[config.mk]
export PLATFORM = sky130hd
export DESIGN_NAME = ysyx_23060025_trap_ctrl
export DESIGN_NICKNAME = d
export VERILOG_FILES = /design/src/rtl/ysyx_23060025_trap_ctrl.sv
export SDC_FILE = /design/constraint.sdc
export NUM_CORES = 1
export LEC_CHECK = 0
export ABC_AREA = 1
export CAP_MARGIN = 5
export CORE_AREA = 2 2 109 111
export DETAILED_ROUTE_END_ITERATION = 8
export DIE_AREA = 0 0 111 113
export DONT_BUFFER_PORTS = 1
export GPL_ROUTABILITY_DRIVEN = 0
export SKIP_LAST_GASP = 1
export SYNTH_ARGS = -nofsm -noshare
export SYNTH_HDL_FRONTEND = slang
export SYNTH_SLANG_ARGS = --single-unit
[constraint.sdc]
create_clock -name clock -period 1.1 [get_ports clock]
set_input_delay 0.11 -clock clock [delete_from_list [all_inputs] [get_ports clock]]
set_output_delay 0.11 -clock clock [all_outputs]
set_load 0.05 [all_outputs]
[src/rtl/ysyx_23060025_trap_ctrl.sv]
// Trap sequencer and CSR-port arbiter between the WBU and the machine-mode CSR file.
// Optional trap counter enabled by defining YSYX_23060025_TRAP_CNT_EN.
module ysyx_23060025_trap_ctrl #(
    parameter int DATA_WIDTH = 32
) (
    input  logic                  clock,
    input  logic                  reset,
    input  logic                  trap_valid_i,
    output logic                  trap_ready_o,
    input  logic [1:0]            trap_type_i,
    input  logic [DATA_WIDTH-1:0] trap_pc_i,
    input  logic                  wbu_csr_we_i,
    input  logic [11:0]           wbu_csr_waddr_i,
    input  logic [DATA_WIDTH-1:0] wbu_csr_wdata_i,
    input  logic [11:0]           wbu_csr_raddr_i,
    output logic [DATA_WIDTH-1:0] wbu_csr_rdata_o,
    output logic                  wbu_csr_ready_o,
    output logic                  csr_we_o,
    output logic [11:0]           csr_waddr_o,
    output logic [DATA_WIDTH-1:0] csr_wdata_o,
    output logic [11:0]           csr_raddr_o,
    input  logic [DATA_WIDTH-1:0] csr_rdata_i,
    output logic                  redirect_valid_o,
    input  logic                  redirect_ready_i,
    output logic [DATA_WIDTH-1:0] redirect_pc_o,
    output logic [31:0]           trap_cnt_o
);

    localparam logic [11:0] CSR_MSTATUS = 12'h300;
    localparam logic [11:0] CSR_MTVEC   = 12'h305;
    localparam logic [11:0] CSR_MEPC    = 12'h341;
    localparam logic [11:0] CSR_MCAUSE  = 12'h342;

    localparam logic [1:0] TRAP_ECALL = 2'b01;
    localparam logic [1:0] TRAP_MRET  = 2'b10;

    typedef enum logic [2:0] {
        IDLE,
        SAVE_EPC,
        SAVE_CAUSE,
        SAVE_STATUS,
        RESTORE_STATUS,
        LOAD_TGT,
        REDIRECT
    } state_t;

    state_t                state, state_next;
    logic [1:0]            trap_type_q;
    logic [DATA_WIDTH-1:0] trap_pc_q;
    logic [DATA_WIDTH-1:0] redirect_pc_q;
    logic [DATA_WIDTH-1:0] status_ecall;
    logic [DATA_WIDTH-1:0] status_mret;
    logic                  trap_accept;
    logic                  redirect_done;
    logic                  is_ecall;

    assign trap_accept   = trap_valid_i && (state == IDLE);
    assign redirect_done = (state == REDIRECT) && redirect_ready_i;
    assign is_ecall      = (trap_type_q == TRAP_ECALL);

    assign trap_ready_o     = (state == IDLE);
    assign wbu_csr_ready_o  = (state == IDLE);
    assign wbu_csr_rdata_o  = csr_rdata_i;
    assign redirect_valid_o = (state == REDIRECT);
    assign redirect_pc_o    = redirect_pc_q;

    always_ff @(posedge clock) begin
        if (reset) begin
            state         <= IDLE;
            trap_type_q   <= '0;
            trap_pc_q     <= '0;
            redirect_pc_q <= '0;
        end else begin
            state <= state_next;
            if (trap_accept) begin
                trap_type_q <= trap_type_i;
                trap_pc_q   <= trap_pc_i;
            end
            if (state == LOAD_TGT) begin
                redirect_pc_q <= {csr_rdata_i[DATA_WIDTH-1:2], 2'b00};
            end
        end
    end

    // mstatus images for trap entry and return, built from the live read data
    always_comb begin
        status_ecall     = csr_rdata_i;
        status_ecall[7]  = csr_rdata_i[3];
        status_ecall[3]  = 1'b0;
        status_ecall[12:11] = 2'b11;
        status_mret      = csr_rdata_i;
        status_mret[3]   = csr_rdata_i[7];
        status_mret[7]   = 1'b1;
        status_mret[12:11] = 2'b11;
    end

    always_comb begin
        state_next  = state;
        csr_we_o    = 1'b0;
        csr_waddr_o = '0;
        csr_wdata_o = '0;
        csr_raddr_o = wbu_csr_raddr_i;
        case (state)
            IDLE: begin
                csr_we_o    = wbu_csr_we_i;
                csr_waddr_o = wbu_csr_waddr_i;
                csr_wdata_o = wbu_csr_wdata_i;
                if (trap_accept) begin
                    if (trap_type_i == TRAP_ECALL) begin
                        state_next = SAVE_EPC;
                    end else if (trap_type_i == TRAP_MRET) begin
                        state_next = RESTORE_STATUS;
                    end
                end
            end
            SAVE_EPC: begin
                csr_we_o    = 1'b1;
                csr_waddr_o = CSR_MEPC;
                csr_wdata_o = {trap_pc_q[DATA_WIDTH-1:2], 2'b00};
                state_next  = SAVE_CAUSE;
            end
            SAVE_CAUSE: begin
                csr_we_o    = 1'b1;
                csr_waddr_o = CSR_MCAUSE;
                csr_wdata_o = DATA_WIDTH'(11);
                state_next  = SAVE_STATUS;
            end
            SAVE_STATUS: begin
                csr_raddr_o = CSR_MSTATUS;
                csr_we_o    = 1'b1;
                csr_waddr_o = CSR_MSTATUS;
                csr_wdata_o = status_ecall;
                state_next  = LOAD_TGT;
            end
            RESTORE_STATUS: begin
                csr_raddr_o = CSR_MSTATUS;
                csr_we_o    = 1'b1;
                csr_waddr_o = CSR_MSTATUS;
                csr_wdata_o = status_mret;
                state_next  = LOAD_TGT;
            end
            LOAD_TGT: begin
                csr_raddr_o = is_ecall ? CSR_MTVEC : CSR_MEPC;
                state_next  = REDIRECT;
            end
            REDIRECT: begin
                if (redirect_done) begin
                    state_next = IDLE;
                end
            end
            default: begin
                state_next = IDLE;
            end
        endcase
    end

`ifdef YSYX_23060025_TRAP_CNT_EN
    logic [31:0] trap_cnt_q;

    // Saturating count of completed redirect handshakes
    always_ff @(posedge clock) begin
        if (reset) begin
            trap_cnt_q <= '0;
        end else if (redirect_done && (trap_cnt_q != 32'hFFFF_FFFF)) begin
            trap_cnt_q <= trap_cnt_q + 32'd1;
        end
    end

    assign trap_cnt_o = trap_cnt_q;
`else
    assign trap_cnt_o = '0;
`endif

endmodule

==> metrics.md, run 1 <==
| Metric | Value |
|---|---|
| Outcome | `finished, violations left` |
| Failing checks | `setup timing` |
| Clk slew on worst S/H paths | `0.06 ns` |
| Hold Fails Final Rpt | `0` |
| Synth area leaders | `dfxtp_1, buf_4, nand2_1` |
| Max-Cap Viols | `0` |
| ANT cells | `0` |
| Count of yosys warnings during synthesis | `0` |
| Syn Area/Cell | `6.88 um^2` |
| Hold Crit Class | `primary input to flop` |
| Post-DRT Antenna Nets | `0` |
| Max stage delay on crit path | `0.36 ns` |
| H-tree levels | `3` |
| Clock Power Share | `0.163` |
| Minimum clock period | `1.84 ns` |
| DRT Pass-1 Iters | `5` |
| Hold slack | `0.0896 ns` |
| CTS Buf Count | `9` |
| Grt ovf | `0` |
| Clk root buf | `clkbuf_16` |
| Total Power | `17.5 mW` |
| Post-synthesis cell count | `537` |
| Iteration-0 DRC count of the detailed router | `183` |
| Cell variety after synth | `27` |
| Number of core rows | `39` |
| FF/Latch Area | `1310 um^2` |
| Vias per inst | `4.98` |
| Setup crit end kind | `primary output` |
| Switch Pwr | `7.86 mW` |
| Sequential fraction of design power | `0.162` |
| Unrepaired setup endpoints after global routing | `yes` |
| Critical path buffers and inverters | `4` |
| Die Width | `111 um` |
| Proportion of layout cells with a drive suffix above 1 | `0.410` |
| # IOs | `283` |
| CP Cell Sequence | `nor2_4, buf_6, nand2_4, inv_8, buf_12, nand2_1, o211ai_1, clkbuf_16` |
| Fmax | `544 MHz` |
| CTS Sinks | `65` |
| Largest net degree at the start of global routing | `36` |
| Async set-or-reset flop fraction in the synthesized netlist | `0` |
| I/O Buffers | `0` |
| Setup TNS | `-62.69 ns` |
| Final #Nets | `827` |
| CP arrival | `1.73 ns` |
| Count leader, synth | `nand2_1` |
| Die Y | `113 um` |
| DP HPWL | `9280 um` |
| Peak VDD IR | `0.00220 V` |
| CP max FO | `11` |
| Initial antenna violation count | `0` |
| Core footprint | `11,300 um^2` |
| Yosys reg bits | `65` |
| Fillers | `844` |
| Critical path class | `flop to primary output` |
| Post-route clock period utilization | `1.67` |
| Leak | `3.18 nW` |
| Initial core utilization | `0.328` |
| Routed WL per cell | `18.4 um` |
| Switching share of total power | `0.450` |
| Area of the die | `12,500 um^2` |
| Syn-to-layout area delta | `95.1%` |
| Combinational cell fraction of total power | `0.675` |
| Number of flops mapped to enable cells by yosys | `0` |
| Internal | `9.61 mW` |
| Global-route usage over all layers | `0.221` |
| Final-report setup violation count | `125` |
| Pins Over Slew Limit | `0` |
| Worst-skew pair later-pin latency | `0.32 ns` |
| Global-route wire length before repair | `21,900 um` |
| Yosys top cell area share | `0.352` |
| Startpoint Class | `flop` |
| Power per cell area | `2420 nW/um^2` |
| DR vias | `4,224` |
| Register area share after synthesis | `0.352` |
| Data required, critical path | `0.99 ns` |
| Slowest CP cell | `dfxtp_4` |
| Multi-input logic area | `2250 um^2` |
| Worst Setup Slack, final | `-0.738 ns` |
| Synth area leader | `dfxtp_1` |
| DRC | `0` |
| Final clock skew | `0.00531 ns` |
| Main synth FF type | `dfxtp_1` |
| Final wirelength | `15,600 um` |
| Clock Path Buffers | `2` |
| CTS tree | `done` |
| Vias in the first global route | `4,204` |
| Worst setup slack after placement | `-0.433 ns` |
| Crit path max-delay family | `buffers and inverters` |
| Post-synthesis cell area | `3690 um^2` |
| Commonest cells post-synth | `nand2_1, buf_4, nor2_1, dfxtp_1, o21ai_1` |
-- through the flow --
step / util / cell area (um^2) / instances
3_5_place_dp: 0.458 / 5160 / 736
6_report: 0.639 / 7210 / 848
2_1_floorplan: - / 4080 / 570
3_3_place_gp: 0.458 / 5160 / 736
4_1_cts: 0.608 / 6860 / 839
5_1_grt: 0.639 / 7210 / 848
-- path summary, 6_finish.rpt --
path	start	to	slack (ns)	depth (start not counted)
setup reg to reg	state[0]	trap_pc_q[15]	-0.46	9
setup / recovery	state[0]	csr_wdata_o[8]	-0.74	8
hold / removal	redirect_ready_i	state[1]	0.09	4
hold reg to reg	trap_pc_q[20]	trap_pc_q[20]	0.45	2
-- tightest hold or removal path, delay by kind of cell --
| family | cells | cell delay (ns) |
|---|---|---|
| buffers and inverters | 2 | 0.12 |
| and+or+nand+nor | 1 | 0.07 |
| AOI/OAI and AO/OA | 1 | 0.06 |
-- registers in the layout (all words and copies together) (netlist names) --
register / count
redirect_pc_o: 30
state: 3
trap_pc_q: 30
trap_type_q: 2
-- routing by layer --
| layer | part of all wire | up-vias | global-route usage |
|---|---|---|---|
| met2 | 0.50 | 253 | 0.398 |
| met5 | 0 | - | 0 |
| met1 | 0.39 | 1993 | 0.246 |
| met4 | 0.030 | 0 | 0.0900 |
| li1 | - | 1948 | - |
| met3 | 0.079 | 30 | 0.0627 |
-- final cells by class --
type	count	share of cell area
Sequential cell	65	0.182
Tap cell	143	0.0248
Multi-Input combinational cell	348	0.313
Inverter	61	0.0366
Clock buffer	11	0.0337
Timing Repair Buffer	214	0.401
Timing Repair inverter	1	0.000868
Clock inverter	5	0.00747
-- cells in the final DEF, fill, tap and decap left out, types with 7 or more instances in the layout --
cell and instances:
clkbuf_16 18, buf_6 16, nand2_2 12, nand2_1 64, o21ai_1 42, nand2_4 8, dlygate4sd3_1 64, a21oi_2 7
buf_4 55, conb_1 34, inv_1 51, a21oi_1 27, dfxtp_1 62, nor2_1 35, buf_12 58, o211ai_1 27
nor2_4 39, o21ai_2 20
-- logic make-up after synthesis --
family	count (synthesis)	synth area share
AND/OR/NAND/NOR	182	0.203
buffers and inverters	157	0.245
other	1	0.00102
AO/OA/AOI/OAI	132	0.199
flip-flops	65	0.352
-- power groups by stage --
| stage | clock (mW) | sequential (mW) | combinational, mW |
|---|---|---|---|
| floorplan | 0 | 3.02 | 5.95 |
| global placement | 0 | 2.84 | 9.50 |
| detailed placement | 0 | 2.86 | 9.62 |
| CTS | 2.88 | 2.82 | 11.0 |
| global route | 3.01 | 2.85 | 12.2 |
| finish | 2.85 | 2.82 | 11.8 |
-- timing repair --
action / 4_1_cts / 5_1_grt
setup endpoints to repair: 123 / 125
cloned: 7 / 6
resized for setup: 118 / 68
setup buffers: 16 / 8
endpoints found under the hold margin: 64 / 0
hold buffers: 64 / 0
pin swaps: 24 / 19
Note: power is estimated with default switching activity, not from simulation.
==> run 2: changes to the inputs <==
Settings changed: ABC_CLOCK_PERIOD_IN_PS set to 1100, CAP_MARGIN 5 to 20.
==> results of run 2 <==
Same layout as run 1: the final DEF is identical, and so are final timing and power.
==> run 3: changes to the inputs <==
Settings changed: SLEW_MARGIN set to 20.
==> results of run 3 <==
Same layout as run 1: the final DEF is identical, and so are final timing and power.
